**src/rtl/fetch_stage_pkg.sv**
```systemverilog
// Shared constants and types for the RV32I instruction-fetch front end.
package fetch_stage_pkg;

    localparam int unsigned WORD_LEN_DEF = 32;
    localparam logic [31:0] RESET_PC_DEF = 32'h0000_0000;
    localparam logic [31:0] NOP_INST     = 32'h0000_0013;
    localparam int unsigned DEPTH_DEF    = 4;

    // RUN delivers responses; FLUSH discards responses issued before a redirect.
    typedef enum logic {
        ST_RUN   = 1'b0,
        ST_FLUSH = 1'b1
    } fetch_state_e;

endpackage

```
**src/rtl/fetch_stage_fifo.sv**
```systemverilog
// Registered synchronous FIFO with clear; clear has priority over push and pop.
module sync_fifo #(
    parameter int unsigned WIDTH = 64,
    parameter int unsigned DEPTH = 4
) (
    input  logic                       clk,
    input  logic                       rst_n,
    input  logic                       clear_i,
    input  logic                       push_i,
    input  logic [WIDTH-1:0]           wdata_i,
    input  logic                       pop_i,
    output logic [WIDTH-1:0]           rdata_o,
    output logic [$clog2(DEPTH):0]     count_o,
    output logic                       full_o,
    output logic                       empty_o
);

    localparam int unsigned AW = $clog2(DEPTH);
    localparam int unsigned CW = AW + 1;

    logic [WIDTH-1:0] mem_q [DEPTH];
    logic [AW-1:0]    wr_ptr_q, rd_ptr_q;
    logic [CW-1:0]    count_q;
    logic             do_push, do_pop;

    assign empty_o = (count_q == '0);
    assign full_o  = (count_q == CW'(DEPTH));
    assign count_o = count_q;
    assign rdata_o = mem_q[rd_ptr_q];

    // A push into a full FIFO is only legal when the head leaves in the same cycle.
    assign do_push = push_i && (!full_o || pop_i);
    assign do_pop  = pop_i && !empty_o;

    always_ff @(posedge clk or negedge rst_n) begin
        if (!rst_n) begin
            wr_ptr_q <= '0;
            rd_ptr_q <= '0;
            count_q  <= '0;
        end else if (clear_i) begin
            wr_ptr_q <= '0;
            rd_ptr_q <= '0;
            count_q  <= '0;
        end else begin
            if (do_push) wr_ptr_q <= wr_ptr_q + AW'(1);
            if (do_pop)  rd_ptr_q <= rd_ptr_q + AW'(1);
            count_q <= count_q + CW'(do_push) - CW'(do_pop);
        end
    end

    always_ff @(posedge clk) begin
        if (do_push && !clear_i) mem_q[wr_ptr_q] <= wdata_i;
    end

    a_no_overflow : assert property (@(posedge clk) disable iff (!rst_n)
        !(push_i && !clear_i && full_o && !pop_i));

endmodule

```
**src/rtl/fetch_stage.sv**
```systemverilog
// Fetch PC, credit-based request issue, in-order response capture and redirect flush.
module fetch_stage
    import fetch_stage_pkg::*;
#(
    parameter int unsigned         WORD_LEN = WORD_LEN_DEF,
    parameter logic [WORD_LEN-1:0] RESET_PC = WORD_LEN'(RESET_PC_DEF),
    parameter int unsigned         DEPTH    = DEPTH_DEF
) (
    input  logic                clk,
    input  logic                rst_n,
    output logic                req_valid,
    input  logic                req_ready,
    output logic [WORD_LEN-1:0] req_addr,
    input  logic                resp_valid,
    input  logic [WORD_LEN-1:0] resp_inst,
    input  logic                redirect_valid,
    input  logic [WORD_LEN-1:0] redirect_pc,
    input  logic                halt,
    output logic                if_valid,
    input  logic                if_ready,
    output logic [WORD_LEN-1:0] if_pc,
    output logic [WORD_LEN-1:0] if_inst
);

    localparam int unsigned         CW      = $clog2(DEPTH) + 1;
    localparam logic [WORD_LEN-1:0] PC_STEP = WORD_LEN'(4);

    logic [WORD_LEN-1:0] fetch_pc_q, fetch_pc_d;
    logic [WORD_LEN-1:0] exp_pc_q, exp_pc_d;
    logic [CW-1:0]       out_q, out_d;
    logic [CW-1:0]       drop_q, drop_d;
    logic [CW-1:0]       fifo_count;
    logic [CW:0]         load;
    logic [WORD_LEN-1:0] redirect_tgt;
    logic                fifo_full, fifo_empty;
    logic                deq, issue, push;
    fetch_state_e        state;

    assign state        = (drop_q != '0) ? ST_FLUSH : ST_RUN;
    assign redirect_tgt = redirect_pc & ~WORD_LEN'(3);
    assign deq          = if_valid && if_ready;
    assign if_valid     = !fifo_empty;
    assign req_addr     = fetch_pc_q;

    // Credit counts both in-flight requests and buffered entries, so every response has a slot.
    assign load      = {1'b0, out_q} + {1'b0, fifo_count} - (CW + 1)'(deq);
    assign req_valid = rst_n && !halt && !redirect_valid && (load < (CW + 1)'(DEPTH));
    assign issue     = req_valid && req_ready;

    always_comb begin
        fetch_pc_d = fetch_pc_q;
        exp_pc_d   = exp_pc_q;
        drop_d     = drop_q;
        push       = 1'b0;
        out_d      = out_q + CW'(issue) - CW'(resp_valid);
        if (issue) fetch_pc_d = fetch_pc_q + PC_STEP;
        if (redirect_valid) begin
            fetch_pc_d = redirect_tgt;
            exp_pc_d   = redirect_tgt;
            drop_d     = out_d;
        end else if (resp_valid) begin
            if (state == ST_FLUSH) begin
                drop_d = drop_q - CW'(1);
            end else begin
                push     = 1'b1;
                exp_pc_d = exp_pc_q + PC_STEP;
            end
        end
    end

    always_ff @(posedge clk or negedge rst_n) begin
        if (!rst_n) begin
            fetch_pc_q <= RESET_PC;
            exp_pc_q   <= RESET_PC;
            out_q      <= '0;
            drop_q     <= '0;
        end else begin
            fetch_pc_q <= fetch_pc_d;
            exp_pc_q   <= exp_pc_d;
            out_q      <= out_d;
            drop_q     <= drop_d;
        end
    end

    sync_fifo #(
        .WIDTH (2 * WORD_LEN),
        .DEPTH (DEPTH)
    ) u_fifo (
        .clk     (clk),
        .rst_n   (rst_n),
        .clear_i (redirect_valid),
        .push_i  (push),
        .wdata_i ({exp_pc_q, resp_inst}),
        .pop_i   (deq),
        .rdata_o ({if_pc, if_inst}),
        .count_o (fifo_count),
        .full_o  (fifo_full),
        .empty_o (fifo_empty)
    );

    a_full_consistent : assert property (@(posedge clk) disable iff (!rst_n)
        fifo_full |-> (out_q == '0));

endmodule

```
**config.mk**
```make
export PLATFORM = sky130hd
export DESIGN_NAME = fetch_stage
export DESIGN_NICKNAME = d
export VERILOG_FILES = /design/src/rtl/fetch_stage_pkg.sv /design/src/rtl/fetch_stage_fifo.sv /design/src/rtl/fetch_stage.sv
export SDC_FILE = /design/constraint.sdc
export NUM_CORES = 1
export LEC_CHECK = 0
export BUFFER_PORTS_ARGS = -buffer_cell sky130_fd_sc_hd__buf_4
export CAP_MARGIN = 20
export CORE_ASPECT_RATIO = 2
export CORE_MARGIN = 10
export CORE_UTILIZATION = 50
export DETAILED_ROUTE_END_ITERATION = 6
export GPL_ROUTABILITY_DRIVEN = 0
export GPL_TIMING_DRIVEN = 0
export PLACE_DENSITY = 0.73
export SKIP_CTS_REPAIR_TIMING = 1
export SLEW_MARGIN = 5
export SYNTH_ARGS = -nofsm -noshare
export SYNTH_HDL_FRONTEND = slang
export SYNTH_HIERARCHICAL = 1
export SYNTH_SLANG_ARGS = --single-unit
export TNS_END_PERCENT = 10
```
**constraint.sdc**
```tcl
create_clock -name clk -period 3.2 [get_ports clk]
set_input_delay 0.16 -clock clk [delete_from_list [all_inputs] [get_ports clk]]
set_output_delay 0.16 -clock clk [all_outputs]
set_load 0.01 [all_outputs]
```
==> impl_summary.txt, run 1 <==
----------------------------------------------------
[Routing]
  First drt pass iteration count ... 5
  DRT iter0 DRCs ... 370
  Detailed Route WL ... 32,200 um
  Via count ... 8,134
  Average vias per placed instance ... 5.55
  DRC viols ... 0
  Average routed wire per standard cell ... 22.0 um
  Antenna Nets Post-Route ... 0

[Critical path]
  Slack of the worst reg-to-reg path ... -0.20 ns
  Cell family with the largest share of critical-path delay ... adder cells
  Buffers & Inverters on Critical Path ... 3
  Required time of the critical path ... 3.66 ns
  Arrival time worst endpoint ... 3.86 ns
  Slowest library cell on the worst path ... fa_2
  Critical path capture point type ... register
  Ordered cell list for the critical path ... nor3_4, nor2b_4, ha_2, inv_2, ha_4, and3b_4, nor4_4, buf_4, o21ai_4, ha_4, inv_4, ha_4, fa_2, nand2_1, o21ai_1
  Crit start category ... register
  Dominant cell type by count on the critical path ... ha_4
  Critical path fanouts, max ... 7
  Slowest cell delay on critical path ... 0.54 ns
  CP Class ... register to register

[Global routing]
  Antenna violations before repair ... 0
  First-pass GRT wire length ... about 50,000 um
  GRT met1 Usage ... 19.8%
  Overflow after GRT ... 0
  Met2 routing resource usage after global routing ... 32.9%
  Most congested layer reported by global routing ... met2
  Overall track demand over capacity in global routing ... 18.0%
  Maximum number of pins on one net before global-route repair ... 77
  Global routing usage on met3 ... under 10%
  Vias in the first global route ... approximately 8,500

[Timing]
  Fraction of the cycle the final worst path needs ... 106%
  RSZ-0062 raised after global routing ... yes
  Final setup margin ... -0.199 ns
  Time the worst path needs with I/O delays and setup ... 3.40 ns
  Final setup viols ... 4
  Worst hold slack ... -0.239 ns
  Final count of hold timing violations ... 74
  Clock skew ... around 0.018 ns
  Actual slew at the worst max-slew pin ... 1.03 ns
  Max Clk Rate ... 294 MHz
  Max transition margin ... 31.3%
  Final-report max-slew violation count ... 0

[Job]
  Max capacitance violation total ... 0

[Clock tree]
  H-Tree Level Count ... 1
  TritonCTS clock tree ... built
  Insertion delay of the later-clocked pin in the worst-skew pair ... 0.55 ns
  Clk sinks ... between 300 and 400
  Cts bufs inserted ... 27
  Clk buf depth ... 3
  Worst-path clk slew ... 0.07 ns
  Clock root cell ... clkbuf_16

[Cells and area]
  Syn-to-layout area delta ... 27.0%
  Antenna Diode Count ... 0
  Final core occ ... 64.1%
  Layout cell share with drive strength beyond 1 ... between 30% and 40%
  Highest-count cells in the layout ignoring fill and taps ... edfxtp_1, buf_4, dfrtp_1
  Net count of the finished layout ... 1,182
  Commonest non-fill, non-tap cell in the layout ... edfxtp_1

[Placed design]
  Port Buf Inserts ... 163
  Place WS ... -0.771 ns
  Half-perimeter wire length of the detailed placement result ... 22,200 um

[Power and ir drop]
  Total power per unit cell area ... 590 nW/um2
  Pleak ... 6.33 nW
  Worst supply voltage drop on vdd ... about 0.00044 V

[Die]
  Die X ... approximately 140 um
  Number of top-level pins ... 169
  Full die area ... 35,300 um2
  Site row count ... 86
  Starting density of the core ... 50.5%
  Std-Cell Core Area ... 27,500 um2
  Height of the chip ... 256 um

[Yosys]
  Synthesized instance count ... 813
  Post-synthesis instance area ... 13,900 um2
  Syn Area/Cell ... ~17 um2
  Yosys synthesis warning count ... 6

[Run status]
  Failing checks ... hold timing, setup timing
  Status ... finished, violations left

[Worst hold path]
  Worst hold path type ... input port to async pin

----------------------------------------------------
stage by stage:
stage	TNS [ns]	cells	hold slack, ns	area [um2]	power, mW
after floorplan	-0.0372	822	-0.136	13900	5.82
after global placement	-409.09	1337	0.359	15600	6.28
after detailed placement	-6.32	1341	0.364	15700	6.31
after CTS	-7.14	1391	-0.214	16800	10.2
after global routing	-1.07	1465	-0.163	17700	10.8
final	-0.438	1465	-0.239	17700	10.4
where the power goes:
group | switching [mW] | internal (mW)
Combinational | 0.797 | 0.741
Sequential | 0.192 | 4.82
Clock | 1.50 | 2.37
Total | 2.49 | 7.92
cell type report:
class | count | area (um2)
fillers | 2053 | 9900
repair buffers | 242 | 2050
multi-input cells | 423 | 4260
inverters | 34 | 130
flip-flops and latches | 329 | 9520
clock buffers | 27 | 676
clock inverters | 23 | 385
plain buffers | 35 | 199
well taps | 352 | 440
routing by layer:
layer | wire length, um | vias to the layer above
li1 | - | 3738
met1 | 11700 | 4116
met2 | 18100 | 214
met3 | 1350 | 66
met4 | 1090 | 0
met5 | 0 | -
flip-flops by register name, indices dropped and copies added (netlist names):
| name | count |
|---|---|
| u_fifo/wr_ptr_q | 2 |
| u_fifo/rd_ptr_q | 2 |
| u_fifo/mem_q | 256 |
| u_fifo/count_o | 3 |
| req_addr | 30 |
| drop_q | 3 |
| out_q | 3 |
| exp_pc_q | 30 |
worst paths after layout:
check,end,cells after the start,from
hold reg to reg,u_fifo/mem_q[3][44],0,exp_pc_q[12]
setup reg to reg,drop_q[1],15,u_fifo/count_o[1]
max in group asynchronous,u_fifo/count_o[1],1,rst_n
min in group clk,exp_pc_q[27],3,redirect_pc[27]
hold / removal,exp_pc_q[28],1,rst_n
setup / recovery,drop_q[1],15,u_fifo/count_o[1]
(Power assumes the default switching activity.)
==> run 2: changes to the inputs <==
Settings changed: CORE_UTILIZATION 50 to 47, PLACE_DENSITY 0.73 to 0.7, SKIP_CTS_REPAIR_TIMING 1 to not set, SYNTH_HIERARCHICAL 1 to not set.
==> run 2 against run 1 <==
Compared with the run above: the run ends with setup timing left; routed wire length fell by 6.1%; critical endpoint is now drop_q[2]; critical path depth rose by 3; die area rose by 1.2%; total power rose by 9.5%; utilization fell by 2.8 points; synthesized area fell by 4.7%; maximum frequency fell by 4.1%; worst hold slack improved by 0.32 ns; largest power group unchanged.
==> impl_summary.txt, run 2 <==
----------------------------------------------------
[Routing]
  Via count ... 7,658 (-5.9%)
  Wire length the detailed router placed on met1 ... 10,700 um (-7.9%)
  Detail Route met2 WL ... 17,300 um (-4.6%)
  Detailed Route WL ... 30,300 um (-6.1%)
  DRT iter0 DRCs ... 398 (+7.6%)
  First drt pass iteration count ... 6 (+1)
  Antenna Nets Post-Route ... 0 (unchanged)
  Detailed route wirelength on metal3 ... 1210 um (-10%)
  Average routed wire per standard cell ... 21.4 um (-3.0%)
  Highest metal layer with signal wires ... met4
  DRC viols ... 0 (unchanged)
  Average vias per placed instance ... 5.40 (-2.7%)

[Worst hold path]
  Worst hold path type ... input port to register
  Startpoint of the tightest hold check path ... resp_valid
  Worst hold stages ... 4
  Worst hold endpoint ... drop_q[2]

[Cells and area]
  Reg with most FFs ... u_fifo.mem_q
  Highest-count cells in the layout ignoring fill and taps ... edfxtp_1, buf_4, dfrtp_1
  Flip-flop count of the largest register after layout ... 248 (-3.1%)
  Commonest non-fill, non-tap cell in the layout ... edfxtp_1
  Final core occ ... 61.2% (-2.8 points)
  Layout cell share with drive strength beyond 1 ... 32.7% (-0.84 points)
  Syn-to-layout area delta ... 27.8%
  Net count of the finished layout ... 1,135 (-4.0%)
  Antenna Diode Count ... 0 (unchanged)

[Timing]
  Final setup viols ... 8 (+4)
  Clock skew ... 0.0167 ns (-0.000845 ns)
  Max Clk Rate ... 282 MHz (-4.1%)
  Time the worst path needs with I/O delays and setup ... 3.54 ns (+0.145 ns)
  Actual slew at the worst max-slew pin ... 0.850 ns (-0.181 ns)
  Max transition margin ... 42.8% (+12 points)
  Final-report max-slew violation count ... 0 (unchanged)
  Final setup margin ... -0.344 ns (-0.145 ns)
  Fraction of the cycle the final worst path needs ... 111% (+4.5 points)
  Final count of hold timing violations ... 0 (-100%)
  RSZ-0062 raised after global routing ... yes

[Yosys]
  Combinational family with the most area after synthesis ... multiplexers
  Post-synth top area share ... 56.2%
  Proportion of synthesized flip-flops having asynchronous set or reset ... 22.7%
  Compound-Gate Fraction of Synth Area ... between 3 and 4%
  Flop and latch count out of synthesis ... 321
  Post-synthesis mux area share ... 12.6%
  Dominant cell by count in the synthesized netlist ... edfxtp_1
  Adder and majority gate portion of the synthesized area ... under 10%
  Yosys synthesis warning count ... 0 (-6)
  Post-synth top cells ... edfxtp_1, dfrtp_1, mux4_2, xnor2_1
  Syn Area/Cell ... 17.1 um2 (+0.24%)
  Synthesized instance count ... 773 (-4.9%)
  Synth unique cells ... 47
  Post-Synth XOR/XNOR Area ... 3.37%
  Area fraction in and, or, nand and nor cells after synthesis ... 6.37%
  Main flop type after synthesis ... edfxtp_1
  Top cells by area, synth ... edfxtp_1, dfrtp_1, mux4_2
  Post-synthesis instance area ... 13,200 um2 (-4.7%)
  Number of synthesized flops with an enable pin ... 248
  Leading area contributor after synthesis ... edfxtp_1
  Portion of the post-synthesis area used by sequential elements ... 70.0%

[Clock tree]
  Worst-path clk slew ... 0.07 ns (about the same)
  TritonCTS clock tree ... built
  H-Tree Level Count ... 1 (unchanged)
  Clk sinks ... 321 (-2.4%)
  Cts bufs inserted ... 27 (unchanged)
  Clk buf depth ... 3 (unchanged)
  Insertion delay of the later-clocked pin in the worst-skew pair ... 0.54 ns (about the same)
  Clock root cell ... clkbuf_16

[Run status]
  Failing checks ... setup timing
  Status ... finished, violations left

[Critical path]
  Required time of the critical path ... 3.58 ns (-0.08 ns)
  Slack of the worst reg-to-reg path ... -0.34 ns (-0.14 ns)
  Worst Setup SP ... u_fifo.count_o[1]
  Reg2reg end ... drop_q[2]
  Critical path capture point type ... register
  Reg2reg path depth ... 18 (+3)
  CP Class ... register to register
  Arrival time worst endpoint ... 3.93 ns (+0.07 ns)
  Crit start category ... register
  Beginning of the worst register-to-register path ... u_fifo.count_o[1]
  Critical path fanouts, max ... 3 (-4)

[Die]
  Full die area ... 35,700 um2 (+1.2%)
  Starting density of the core ... 47.9% (-2.6 points)
  Site row count ... 86 (unchanged)
  Number of top-level pins ... 169 (unchanged)
  Die X ... 139 um (+0.59%)
  Height of the chip ... 257 um (+0.64%)
  Std-Cell Core Area ... 27,700 um2 (+0.39%)

[Job]
  Max capacitance violation total ... 0 (unchanged)

[Global routing]
  Antenna violations before repair ... 0 (unchanged)
  First-pass GRT wire length ... 46,900 um (-4.1%)
  Maximum number of pins on one net before global-route repair ... 74 (-3.9%)
  Overflow after GRT ... 0 (unchanged)
  Vias in the first global route ... 8,460 (-0.34%)
  Overall track demand over capacity in global routing ... 16.7% (-1.3 points)

[Placed design]
  Half-perimeter wire length of the detailed placement result ... 20,800 um (-6.3%)
  Port Buf Inserts ... 162 (-0.61%)
  Place WS ... -0.538 ns (+0.233 ns)

[Power and ir drop]
  Worst supply voltage drop on vdd ... 0.000453 V (+3.2%)
  Total power per unit cell area ... 674 nW/um2 (+14%)
  Overall power consumption ... 11.4 mW (+9.5%)
  Pleak ... 6.02 nW (-5.0%)

----------------------------------------------------
run 2: what timing repair did:
action                                  in CTS  in global routing
buffers inserted                             9                  1
endpoints found under the setup margin      74                 72
endpoints found under the hold margin      254                  0
resized for setup                           13                 17
pin swaps                                    8                  3
cloned                                       0                  0
hold buffers                                64                  0
run 2: area by class of cell:
cell class                      instances  area, um2
Buffer                                 38        191
Fill cell                            2012      10700
Clock buffer                           31        691
Tap cell                              352        440
Sequential cell                       321       9280
Timing Repair Buffer                  240       2050
Inverter                               28        105
Clock inverter                         18        295
Multi-Input combinational cell        389       3890
run 2: through the flow:
| stage | hold slack [ns] | area [um2] | setup TNS (ns) | instances |
|---|---|---|---|---|
| floorplan | -0.136 | 13300 | -0.462 | 776 |
| global route | 0.0674 | 16900 | -6.59 | 1417 |
| detailed placement | 0.364 | 15100 | -1.83 | 1294 |
| finish | 0.0811 | 16900 | -0.910 | 1417 |
| CTS | 0.0513 | 16900 | -4.13 | 1416 |
| global placement | 0.359 | 15000 | -390.25 | 1290 |
run 2: worst max-delay path by stage:
| stage | end | depth (start not counted) | slack [ns] |
|---|---|---|---|
| 2_1_floorplan | drop_q[2] | 18 | -0.24 |
| 5_1_grt | drop_q[2] | 18 | -0.45 |
| 3_3_place_gp | u_fifo.mem_q[0][29] | 5 | -1.60 |
| 4_1_cts | drop_q[2] | 18 | -0.35 |
| 3_5_place_dp | drop_q[2] | 17 | -0.54 |
| 6_report | drop_q[2] | 18 | -0.34 |
run 2: logic make-up (layout without fill, tap and decap cells):
group	Yosys count	in the layout
buffers and inverters	66	355
multiplexers	87	87
other	1	4
flip-flops	321	321
adder cells (fa/ha/maj)	19	19
AND/OR/NAND/NOR	155	155
AO/OA/AOI/OAI	73	73
XOR/XNOR	51	51
run 2: power by group:
group	internal, mW	switching [mW]
combinational	1.48	1.32
sequential	4.77	0.217
clock	2.20	1.42
run 2: routing by layer:
layer  vias up  track usage, %
met5         -               0
met2       191            32.5
met3        44            2.86
met4         0            5.85
li1       3551               -
met1      3872            17.2
run 2: critical path: stages (launching register included):
cell,delay (ns)
dfrtp_1,0.41
or3_4,0.38
and2_4,0.15
ha_4,0.15
inv_2,0.06
ha_4,0.19
and3b_2,0.22
o2111a_2,0.29
o21ai_2,0.16
buf_6,0.14
ha_4,0.19
inv_2,0.06
ha_4,0.12
inv_2,0.03
fa_2,0.35
xnor2_2,0.16
xnor2_2,0.14
nand2_1,0.10
o21ai_1,0.08
==> run 3: changes to the inputs <==
Settings changed: CORE_ASPECT_RATIO 2 to not set.
==> run 3 against run 2 <==
Compared with the run above: the run still ends with setup timing left; utilization barely moved; flip-flop and latch count did not move; die area fell by 1.1%; clock power rose by 13%; critical path depth fell by 1; worst hold slack got worse by 0.052 ns; routed wire length fell by 0.85%; via count rose by 1.6%; sequential power barely moved; cell count rose by 2.3%; combinational power fell by 2%; highest routed layer unchanged.
==> impl_summary.txt, run 3 (synthesis results as in run 2) <==
----------------------------------------------------
[Timing]
  Max transition margin ... 40.6% (-2.2 points)
  Final count of hold timing violations ... 0 (unchanged)
  Fraction of the cycle the final worst path needs ... 109% (-1.9 points)
  RSZ-0062 raised after global routing ... yes
  Actual slew at the worst max-slew pin ... 0.891 ns (+0.0403 ns)
  Final setup viols ... 6 (-2)
  Clock skew ... 0.0208 ns (+0.00407 ns)
  TNS Setup ... -0.665 ns (+0.245 ns)
  Final setup margin ... -0.282 ns (+0.0614 ns)
  Time the worst path needs with I/O delays and setup ... 3.48 ns (-0.0614 ns)
  Max Clk Rate ... 287 MHz (+1.8%)
  Final-report max-slew violation count ... 0 (unchanged)

[Routing]
  DRC viols ... 0 (unchanged)
  Via count ... 7,784 (+1.6%)
  First drt pass iteration count ... 5 (-1)
  Antenna Nets Post-Route ... 0 (unchanged)
  Detailed Route WL ... 30,000 um (-0.85%)
  DRT iter0 DRCs ... 477 (+20%)
  Average routed wire per standard cell ... 20.7 um (-3.0%)
  Average vias per placed instance ... 5.37 (-0.60%)

[Cells and area]
  Flip-flop count of the largest register after layout ... 248 (unchanged)
  Commonest non-fill, non-tap cell in the layout ... edfxtp_1
  Final core occ ... 61.2% (about the same)
  Reg with most FFs ... u_fifo.mem_q
  Post-layout instance count excluding filler cells ... 1,449 (+2.3%)
  Layout cell share with drive strength beyond 1 ... 32.4% (-0.28 points)
  Footprint of the multi-input gates ... 3830 um2 (-1.4%)
  FILL cells ... 2,127 (+5.7%)
  Antenna Diode Count ... 0 (unchanged)
  Final standard cell area without fillers ... 17,000 um2 (+0.38%)
  Highest-count cells in the layout ignoring fill and taps ... edfxtp_1, buf_4, dfrtp_1
  Syn-to-layout area delta ... 28.3%
  Sequential cell area ... 9280 um2 (unchanged)
  Net count of the finished layout ... 1,136 (+0.088%)

[Global routing]
  Maximum number of pins on one net before global-route repair ... 74 (unchanged)
  Most congested layer reported by global routing ... met2
  GRT met1 Usage ... 22.8% (+5.6 points)
  Met2 routing resource usage after global routing ... 27.4% (-5.1 points)
  Overflow after GRT ... 0 (unchanged)
  Overall track demand over capacity in global routing ... 17.0% (+0.37 points)
  Antenna violations before repair ... 0 (unchanged)
  First-pass GRT wire length ... 47,500 um (+1.3%)
  Global routing usage on met3 ... 3.95% (+1.1 points)
  Vias in the first global route ... 8,271 (-2.2%)

[Power and ir drop]
  Worst supply voltage drop on vdd ... 0.000419 V (-7.3%)
  Total power per unit cell area ... 696 nW/um2 (+3.3%)
  Pleak ... 6.04 nW (+0.32%)

[Die]
  Site row count ... 61 (-29%)
  Die X ... 188 um (+35%)
  Starting density of the core ... 47.7% (-0.22 points)
  Height of the chip ... 188 um (-27%)
  Number of top-level pins ... 169 (unchanged)
  Full die area ... 35,300 um2 (-1.1%)
  Std-Cell Core Area ... 27,800 um2 (+0.46%)

[Critical path]
  Critical path fanouts, max ... 3 (unchanged)
  Slowest library cell on the worst path ... or4b_4
  Reg2reg path depth ... 17 (-1)
  CP Class ... register to register
  Cell family with the largest share of critical-path delay ... adder cells
  Crit start category ... register
  Slowest cell delay on critical path ... 0.50 ns (+0.09 ns)
  Critical path capture point type ... register
  Required time of the critical path ... 3.63 ns (+0.05 ns)
  Arrival time worst endpoint ... 3.92 ns (about the same)
  Reg2reg end ... drop_q[2]
  Buffers & Inverters on Critical Path ... 5 (+1)
  Slack of the worst reg-to-reg path ... -0.28 ns (+0.06 ns)
  Beginning of the worst register-to-register path ... u_fifo.count_o[2]
  Ordered cell list for the critical path ... inv_2, ha_4, inv_2, ha_4, or4b_4, nor4_4, o21ai_2, buf_6, ha_4, inv_2, ha_4, inv_2, fa_2, xnor2_2, xnor2_1, nand2_1, o21ai_1

[Run status]
  Failing checks ... setup timing
  Status ... finished, violations left

[Placed design]
  Half-perimeter wire length of the detailed placement result ... 19,900 um (-4.6%)
  Number of instances in the placed design ... 1,320 (+2.0%)
  Placed standard-cell area ... 15,100 um2 (+0.12%)
  Port Buf Inserts ... 162 (unchanged)
  Place WS ... -0.440 ns (+0.0980 ns)

[Clock tree]
  Clock root cell ... clkbuf_16
  Worst-path clk slew ... 0.06 ns (about the same)
  Clk buf depth ... 3 (unchanged)
  Clk sinks ... 321 (unchanged)
  Insertion delay of the later-clocked pin in the worst-skew pair ... 0.51 ns (-0.03 ns)
  TritonCTS clock tree ... built
  H-Tree Level Count ... 2 (+1)
  Cts bufs inserted ... 36 (+33%)

[Job]
  Max capacitance violation total ... 0 (unchanged)

[Worst hold path]
  Startpoint of the tightest hold check path ... redirect_pc[25]
  Worst hold stages ... 3 (-1)
  Worst hold path type ... input port to register
  Worst hold endpoint ... req_addr[25]

----------------------------------------------------
==> run 3: cell count changes in the layout (fill, tap and decap cells not counted), moves of 3 or more <==
cell,before,now
inv_6,3,0
clkbuf_16,27,37
clkbuf_1,24,31
dlygate4sd3_1,63,57
bufinv_16,8,5
==> run 3: layout make-up <==
type	count	share of cell area, %
Clock buffer	48	5.75
Sequential cell	321	54.6
Buffer	38	1.08
Timing Repair Buffer	232	11.5
Multi-Input combinational cell	389	22.6
Clock inverter	15	1.17
Inverter	28	0.618
Tap cell	378	2.78
==> run 3: how the worst max path moves through the flow <==
stage,start,to,slack (ns),cells past startpoint
after global placement,drop_q[0],u_fifo.mem_q[1][36],-1.45,5
after CTS,u_fifo.count_o[1],drop_q[2],-0.21,18
after floorplan,u_fifo.count_o[1],drop_q[2],-0.24,18
after global routing,u_fifo.count_o[1],drop_q[2],-0.38,18
after detailed placement,u_fifo.count_o[1],drop_q[2],-0.44,18
final,u_fifo.count_o[2],drop_q[2],-0.28,17
==> run 3: per-layer routing <==
metal  vias up  wire, um
met5         -         0
met4         0       603
met3        39      1710
met2       222     14500
met1      3961     13200
li1       3562         -
==> run 3: metrics by stage <==
| step | hold slack (ns) | power [mW] |
|---|---|---|
| 6_report | 0.0290 | 11.8 |
| 5_1_grt | 0.00903 | 12.4 |
| 4_1_cts | 0.000662 | 11.9 |
| 3_5_place_dp | 0.365 | 7.68 |
| 3_3_place_gp | 0.362 | 7.64 |
| 2_1_floorplan | -0.136 | 6.62 |
==> run 3: power by group <==
part           total (mW)  internal (mW)  leakage [nW]  switching [mW]
Sequential           5.00           4.77          3.07           0.222
Combinational        2.74           1.45          2.40            1.29
Clock                4.10           2.54         0.565            1.56
==> run 3: worst reg2reg max path, delay by kind of cell (launching register included) <==
| kind | cells | cell delay (ns) |
|---|---|---|
| fa+ha+maj | 5 | 1.16 |
| flops | 1 | 0.41 |
| xor+xnor | 2 | 0.35 |
| buf+inv | 5 | 0.33 |
| simple gates | 3 | 0.95 |
| compound gates | 2 | 0.22 |
==> run 3: timing repair <==
| action | 4_1_cts | 5_1_grt |
|---|---|---|
| resized for setup | 10 | 8 |
| setup buffers | 6 | 2 |
| hold endpoints to repair | 248 | 0 |
| pin swaps | 10 | 2 |
| hold buffers | 58 | 0 |
| setup endpoints to repair | 46 | 70 |
